### config.mk
export PLATFORM = sky130hd
export DESIGN_NAME = conway_board_scanner
export DESIGN_NICKNAME = d
export VERILOG_FILES = /design/src/rtl/conway_board_scanner.sv
export SDC_FILE = /design/constraint.sdc
export NUM_CORES = 1
export LEC_CHECK = 0
export CAP_MARGIN = 25
export CORE_AREA = 2 2 110 112
export DETAILED_ROUTE_END_ITERATION = 8
export DIE_AREA = 0 0 112 114
export SYNTH_ARGS = -nofsm -noshare
export SYNTH_HDL_FRONTEND = slang
export SYNTH_SLANG_ARGS = --single-unit
export TNS_END_PERCENT = 30
### constraint.sdc
create_clock -name clk -period 2.8 [get_ports clk]
set_input_delay 0.56 -clock clk [delete_from_list [all_inputs] [get_ports clk]]
set_output_delay 0.56 -clock clk [all_outputs]
set_load 0.02 [all_outputs]
### src/rtl/conway_board_scanner.sv
// Snapshots the Conway board, streams it one row per valid/ready beat, then pulses step_ena once.
// Ports: clk, rst (async active-low), start, cells_q in; out_data/out_row/out_valid/out_last, out_ready in,
// busy, step_ena, frame_done out; CONWAY_SCAN_POPCOUNT_EN adds out_pop and frame_pop.
module conway_board_scanner #(
  parameter int ROWS = 8,
  parameter int COLS = 8,
  localparam int RW = (ROWS > 1) ? $clog2(ROWS) : 1
`ifdef CONWAY_SCAN_POPCOUNT_EN
  ,
  localparam int PW = $clog2(COLS + 1),
  localparam int FW = $clog2(ROWS * COLS + 1)
`endif
) (
  input  logic                 clk,
  input  logic                 rst,
  input  logic                 start,
  input  logic [ROWS*COLS-1:0] cells_q,
  output logic [COLS-1:0]      out_data,
  output logic [RW-1:0]        out_row,
  output logic                 out_valid,
  input  logic                 out_ready,
  output logic                 out_last,
  output logic                 busy,
  output logic                 step_ena,
`ifdef CONWAY_SCAN_POPCOUNT_EN
  output logic [PW-1:0]        out_pop,
  output logic [FW-1:0]        frame_pop,
`endif
  output logic                 frame_done
);

  typedef enum logic [1:0] {
    IDLE,
    SEND,
    STEP
  } state_e;

  state_e               state_q, state_d;
  logic [RW-1:0]        row_q, row_d;
  logic [ROWS*COLS-1:0] snap_q, snap_d;
  logic [COLS-1:0]      row_word;
  logic                 last_row;

  assign last_row = (row_q == RW'(ROWS - 1));

  always_comb begin
    row_word = '0;
    for (int r = 0; r < ROWS; r++) begin
      if (row_q == RW'(r)) row_word = snap_q[r*COLS +: COLS];
    end
  end

  always_comb begin
    state_d = state_q;
    row_d   = row_q;
    snap_d  = snap_q;
    case (state_q)
      IDLE: begin
        if (start) begin
          snap_d  = cells_q;
          row_d   = '0;
          state_d = SEND;
        end
      end
      SEND: begin
        if (out_ready) begin
          if (last_row) begin
            row_d   = '0;
            state_d = STEP;
          end else begin
            row_d = row_q + RW'(1);
          end
        end
      end
      STEP: state_d = IDLE;
      default: state_d = IDLE;
    endcase
  end

  always_ff @(posedge clk or negedge rst) begin
    if (!rst) begin
      state_q <= IDLE;
      row_q   <= '0;
      snap_q  <= '0;
    end else begin
      state_q <= state_d;
      row_q   <= row_d;
      snap_q  <= snap_d;
    end
  end

  // Data is masked outside SEND so an idle link shows zeros.
  assign out_valid  = (state_q == SEND);
  assign out_data   = out_valid ? row_word : '0;
  assign out_row    = row_q;
  assign out_last   = out_valid & last_row;
  assign busy       = (state_q != IDLE);
  assign step_ena   = (state_q == STEP);
  assign frame_done = (state_q == STEP);

`ifdef CONWAY_SCAN_POPCOUNT_EN
  logic [FW-1:0] frame_pop_q, frame_pop_d;

  function automatic logic [PW-1:0] pop_row(input logic [COLS-1:0] w);
    logic [PW-1:0] n;
    n = '0;
    for (int i = 0; i < COLS; i++) n = n + PW'(w[i]);
    return n;
  endfunction

  function automatic logic [FW-1:0] pop_all(input logic [ROWS*COLS-1:0] w);
    logic [FW-1:0] n;
    n = '0;
    for (int i = 0; i < ROWS * COLS; i++) n = n + FW'(w[i]);
    return n;
  endfunction

  always_comb begin
    frame_pop_d = frame_pop_q;
    if (state_q == IDLE && start) frame_pop_d = pop_all(cells_q);
  end

  always_ff @(posedge clk or negedge rst) begin
    if (!rst) frame_pop_q <= '0;
    else      frame_pop_q <= frame_pop_d;
  end

  assign out_pop   = pop_row(out_data);
  assign frame_pop = frame_pop_q;
`endif

endmodule

==> results of run 1 <==
## logic make-up after synthesis
family	Yosys count	share of synthesized area, %
AOI/OAI and AO/OA	61	10.9
adders and majority gates	6	2.19
buffers and inverters	26	4.34
DFF	69	50.3
muxes	64	21.0
and+or+nand+nor	76	11.3
## power breakdown
| group | total (mW) | switching, mW | internal [mW] |
|---|---|---|---|
| sequential | 1.87 | 0.369 | 1.50 |
| combinational | 2.35 | 1.21 | 1.14 |
| clock | 1.20 | 0.431 | 0.774 |
## cells in the final DEF, fill, tap and decap left out, types with 3 or more instances in the layout
master / n
a211oi_1: 3
ha_1: 4
o311ai_1: 6
o21ai_1: 9
nand2_1: 36
mux2_1: 39
nand2b_1: 9
nor2b_1: 9
a21oi_1: 9
inv_1: 3
buf_4: 9
nand3_1: 8
buf_12: 5
nor3b_1: 8
clkinv_2: 3
a211oi_2: 5
clkdlybuf4s50_1: 73
o21ai_0: 16
mux2_2: 25
dfrtp_1: 69
buf_2: 9
a31oi_1: 8
clkbuf_16: 9
## sequential cells by signal, summed over array words and instances (netlist names)
name     cells
state_q      2
out_row      3
snap_q      64
## stage by stage
stage          power [mW]  util (%)  TNS, ns
2_1_floorplan        3.23         -        0
3_3_place_gp         4.22      38.3  -0.0824
3_5_place_dp         4.29      38.3   -0.168
4_1_cts              5.47      41.0  -0.0350
5_1_grt              5.78      41.0   -0.126
6_report             5.42      41.0        0
## critical path, stage by stage (launching register included)
cell and delay, ns:
dfrtp_1 0.37, inv_1 0.08, ha_1 0.21, buf_12 0.16
buf_12 0.15, a211oi_2 0.24, o21ai_1 0.09, a31oi_1 0.19
o21ai_1 0.13, buf_2 0.18
## cell type report
cell class                      count  area [um2]  share of cell area (%)
Timing Repair Buffer               98         967                    20.1
Inverter                            4        15.0                   0.312
Sequential cell                    69        1730                    35.9
Clock inverter                      7        90.1                    1.87
Clock buffer                        9         225                    4.69
Tap cell                          147         184                    3.83
Multi-Input combinational cell    207        1600                    33.3
## repair_timing
item / CTS / global route
pin swaps: 0 / 3
endpoints found under the setup margin: 8 / 9
gates resized for setup: 34 / 14
hold buffers: 0 / 0
## per-layer routing
layer,track usage (%),up-vias
met1,18.5,1283
met3,3.56,13
met4,6.91,0
li1,-,1250
met5,0,-
met2,25.4,55
## worst paths after layout
path / depth (start not counted) / end / slack, ns
setup / recovery: 9 / out_data[1] / 0.08
hold / removal: 1 / snap_q[51] / 0.27
setup reg to reg: 3 / snap_q[43] / 1.26
hold reg to reg: 1 / snap_q[21] / 0.48
max in group asynchronous: 2 / out_row[2] / 1.86
min in group clk: 1 / snap_q[21] / 0.48
==> metrics.yaml, run 1 <==
run_status:
  status: "finished clean"
synth:
  ys_seq_area_share_pct: 50.3
  synth.most_common_cell: "dfrtp_1"
  yosys_warnings: 0
  synth_fp_nets: 376
  yosys-top-cells-area: "dfrtp_1 50%, mux2_1 13%, mux2_2 8.2%, nand2_1 3.9%, o21ai_0 2.5%"
  synth_top_area_cell: "dfrtp_1"
  synth_top_area_share_pct: 50.3
  synth_edf_count: 0
  ys.flop_type: "dfrtp_1"
  synth_area_mm2: 0.00343
  async_flop_share_pct: 100
  synth_area_per_cell_um2: 11.4
  synth_commonest_cells: "69 x dfrtp_1, 39 x mux2_1, 36 x nand2_1"
  ys_types: 31
  synth-seq-cells: 69
  syn_inst: 302
floorplanning:
  start_util_pct: 29.3
  coreArea_mm2: 0.0117
  ioPinCount: 84
  die_w_um: 112
  dieHeight_um: 114
  die_area_mm2: 0.0128
  rows: 40
cts:
  cts_num_sinks: 69
  cts_tree: "done"
  clk_pin_slew_ns: 0.06
  htree_levels: 3
  clockRootBuffer: "clkbuf_16"
  clock_latency_ns: 0.34
  cts_buffer_depth: 2
  post_cts_buffers: 0
  cts_made_buffers: 9
routing:
  drt-initial-drc-count: 125
  vias: 2601
  wl_per_cell_um: 16.6
  routed.top_layer: "met4"
  route.met2.wl_um: 4420
  dr.pass1.iters: 4
  ant_nets: 0
  wl_met3_um: 393
  met1_length_um: 3990
  wl_um: 9000
  drc: 0
  viasPerCell: 4.81
sta:
  min_period_ns: 2.72
  setup_viol: 0
  rsz0062_at_grt: "true"
  drv_slew: 0
  skew_ns: 0.00313
  max_slew.worst_pin.slew_ns: 0.703
  relSlewSlack_pct: 53.2
  hold_viol: 0
  whs_ns: 0.267
  fmax_mhz: 368
  fin_crit_sh_pct: 97.0
  fin_ws_ns: 0.0829
placement:
  post-place-cells: 525
  pre_cts_ws_ns: -0.0739
  dp_hpwl_um: 6740
  dpl_cell_area_mm2: 0.00449
  port_buffers: 83
  gp_congestion: 0.868
grt:
  grt_pass1_wl_um: 14800
  grt.overflow.total: 0
  grt_pass1_vias: 2835
  grt_usage_pct: 15.1
  antenna_found_initial: 0
  grt_start_max_net_pins: 67
worst_setup_path:
  startpoint: "out_row[1]"
  crit_required_ns: 2.24
  crit_path_start_kind: "flip-flop"
  critPathMaxFanout: 23
  endpoint_kind: "output port"
  crit_type: "flip-flop to output port"
  arrival_ns: 2.16
  rr_startpoint: "state_q[0]"
power_and_ir_drop:
  power.density_mw_per_mm2: 1130
  irDropWorstVdd_v: 0.000358
  leakagePower_nw: 1.96
cells_and_area:
  syn_to_final_growth_pct: 40.0
  n_antenna_cell: 0
  nets: 463
  stdcell_area_mm2: 0.00481
  fillerInstances: 1159
  instances_no_fill: 541
  drive_above_1_share_pct: 19.3
min_path:
  hp-class: "input port to async pin"
flow_run:
  cap_violations: 0
No activity file was read; power rests on OpenSTA's default activity.
==> inputs of run 2 (changes only) <==
--- a/config.mk
+++ b/config.mk
@@ -9,6 +9,8 @@
 export CORE_AREA = 2 2 110 112
 export DETAILED_ROUTE_END_ITERATION = 8
 export DIE_AREA = 0 0 112 114
+export SKIP_CTS_REPAIR_TIMING = 1
+export SLEW_MARGIN = 25
 export SYNTH_ARGS = -nofsm -noshare
 export SYNTH_HDL_FRONTEND = slang
 export SYNTH_SLANG_ARGS = --single-unit
==> metrics.yaml, run 2 (synthesized netlist as in run 1, its figures left out) <==
sta:
  setup_tns_ns: 0  # unchanged
  max_slew.worst_pin.slew_ns: 0.705  # +0.00284 ns
  setup_viol: 0  # unchanged
  drv_slew: 0  # unchanged
  fmax_mhz: 372  # +1.2%
  fin_crit_sh_pct: 95.9  # -1.1 points
  relSlewSlack_pct: 53.0  # -0.19 points
  fin_ws_ns: 0.114  # +0.0314 ns
  hold_viol: 0  # unchanged
  rsz0062_at_grt: "false"
  skew_ns: 0.00331  # +0.000182 ns
  min_period_ns: 2.69  # -0.0314 ns
worst_setup_path:
  critPathMaxFanout: 11  # -52%
  startpoint: "out_row[1]"
  crit_required_ns: 2.24  # about the same
  crit_path_start_kind: "flip-flop"
  rr_startpoint: "state_q[0]"
  arrival_ns: 2.13  # -0.03 ns
  crit_type: "flip-flop to output port"
  endpoint_kind: "output port"
routing:
  drc: 0  # unchanged
  vias: 2628  # +1.0%
  ant_nets: 0  # unchanged
  dr.pass1.iters: 4  # unchanged
  wl_um: 9050  # +0.58%
  drt-initial-drc-count: 125  # unchanged
  viasPerCell: 4.85  # +0.85%
  wl_per_cell_um: 16.7  # +0.39%
grt:
  antenna_found_initial: 0  # unchanged
  grt_start_max_net_pins: 67  # unchanged
  grt_usage_pct: 15.1  # +0.023 points
  grt.overflow.total: 0  # unchanged
  grt_pass1_wl_um: 14800  # about the same
  grt_pass1_vias: 2836  # +0.035%
run_status:
  status: "finished clean"
power_and_ir_drop:
  power.internal_mw: 3.44  # +0.89%
  p_seq_share_pct: 34.2  # -0.3 points
  p_sw_mw: 2.04  # +1.5%
  power.density_mw_per_mm2: 1130  # +0.51%
  combPwrFrac_pct: 43.8  # +0.5 points
  switching_share_pct: 37.2  # +0.14 points
  irDropWorstVdd_v: 0.000359  # +0.53%
  leakagePower_nw: 1.97  # +0.32%
  power.share.clock_pct: 22.0  # -0.2 points
cells_and_area:
  layout_commonest_cell: "clkdlybuf4s50_1"
  layout_common_cells: "73 x clkdlybuf4s50_1, 69 x dfrtp_1, 39 x mux2_1"
  drive_above_1_share_pct: 20.3  # +0.96 points
  largest_register_ffs: 64  # unchanged
  ff_latch_area_mm2: 0.00173  # unchanged
  syn_to_final_growth_pct: 40.9
  nets: 464  # +0.22%
  n_antenna_cell: 0  # unchanged
  post-route-util_pct: 41.3  # +0.25 points
  fillerInstances: 1156  # -0.26%
  multiInputGateArea_mm2: 0.00162  # +1.2%
  largest-register: "snap_q"
  instances_no_fill: 542  # +0.18%
  stdcell_area_mm2: 0.00484  # +0.60%
placement:
  dpl_cell_area_mm2: 0.00449  # unchanged
  dp_hpwl_um: 6740  # unchanged
  gp_congestion: 0.868  # unchanged
  port_buffers: 83  # unchanged
  post-place-cells: 525  # unchanged
  pre_cts_ws_ns: -0.0739  # unchanged
cts:
  cts_buffer_depth: 2  # unchanged
  htree_levels: 3  # unchanged
  cts_tree: "done"
  cts_num_sinks: 69  # unchanged
  clk_pin_slew_ns: 0.06  # about the same
  cts_made_buffers: 9  # unchanged
  clock_latency_ns: 0.34  # about the same
  clockRootBuffer: "clkbuf_16"
floorplanning:
  dieHeight_um: 114  # unchanged
  start_util_pct: 29.3  # unchanged
  die_w_um: 112  # unchanged
  die_area_mm2: 0.0128  # unchanged
  rows: 40  # unchanged
  coreArea_mm2: 0.0117  # unchanged
  ioPinCount: 84  # unchanged
min_path:
  hp-class: "input port to async pin"
flow_run:
  cap_violations: 0  # unchanged
## run 2: worst max-delay path: stages, from the launching register on
cell,delay [ns]
dfrtp_1,0.40
buf_4,0.14
ha_2,0.22
buf_4,0.19
o311ai_1,0.34
nand2_1,0.11
o21ai_1,0.18
clkbuf_2,0.20
## run 2: power by group through the flow
stage / Combinational (mW) / Clock, mW / Sequential (mW)
2_1_floorplan: 1.51 / 0 / 1.72
3_3_place_gp: 2.34 / 0 / 1.88
3_5_place_dp: 2.40 / 0 / 1.89
4_1_cts: 2.42 / 1.23 / 1.87
5_1_grt: 2.64 / 1.27 / 1.94
6_report: 2.40 / 1.21 / 1.87
## run 2: stage by stage
stage                     total power [mW]  hold slack (ns)
final                                 5.48            0.269
after global routing                  5.85            0.326
after CTS                             5.53            0.278
after detailed placement              4.29            0.471
after global placement                4.22            0.465
after floorplan                       3.23            0.264
## run 2: cell type report
type / instances / share of cell area (%)
Inverter: 4 / 0.310
Clock inverter: 7 / 1.86
Tap cell: 147 / 3.80
Timing Repair Buffer: 99 / 20.2
Multi-Input combinational cell: 207 / 33.5
Sequential cell: 69 / 35.7
Clock buffer: 9 / 4.66
## run 2: path summary, 6_finish.rpt
kind                       slack (ns)          end  depth (start not counted)
setup / recovery                 0.11  out_data[3]                          7
hold / removal                   0.27   snap_q[51]                          1
setup reg to reg                 1.26   snap_q[43]                          3
hold reg to reg                  0.48   snap_q[21]                          1
max in group asynchronous        1.86   out_row[2]                          2
min in group clk                 0.48   snap_q[21]                          1
## run 2: per-layer routing
metal	vias to the layer above	wire, um	part of all wire [%]	GRT usage (%)
met4	0	187	2.1	6.91
met3	13	388	4.3	3.56
met1	1305	4010	44	18.7
li1	1253	-	-	-
met2	57	4470	49	25.3
met5	-	0	0	0
==> inputs of run 3 (changes only) <==
--- a/config.mk
+++ b/config.mk
@@ -10,7 +10,7 @@
 export DETAILED_ROUTE_END_ITERATION = 8
 export DIE_AREA = 0 0 112 114
 export SKIP_CTS_REPAIR_TIMING = 1
-export SLEW_MARGIN = 25
+export SLEW_MARGIN = 20
 export SYNTH_ARGS = -nofsm -noshare
 export SYNTH_HDL_FRONTEND = slang
 export SYNTH_SLANG_ARGS = --single-unit
==> results of run 3 <==
Final layout, timing and power as in run 2 (identical DEF).
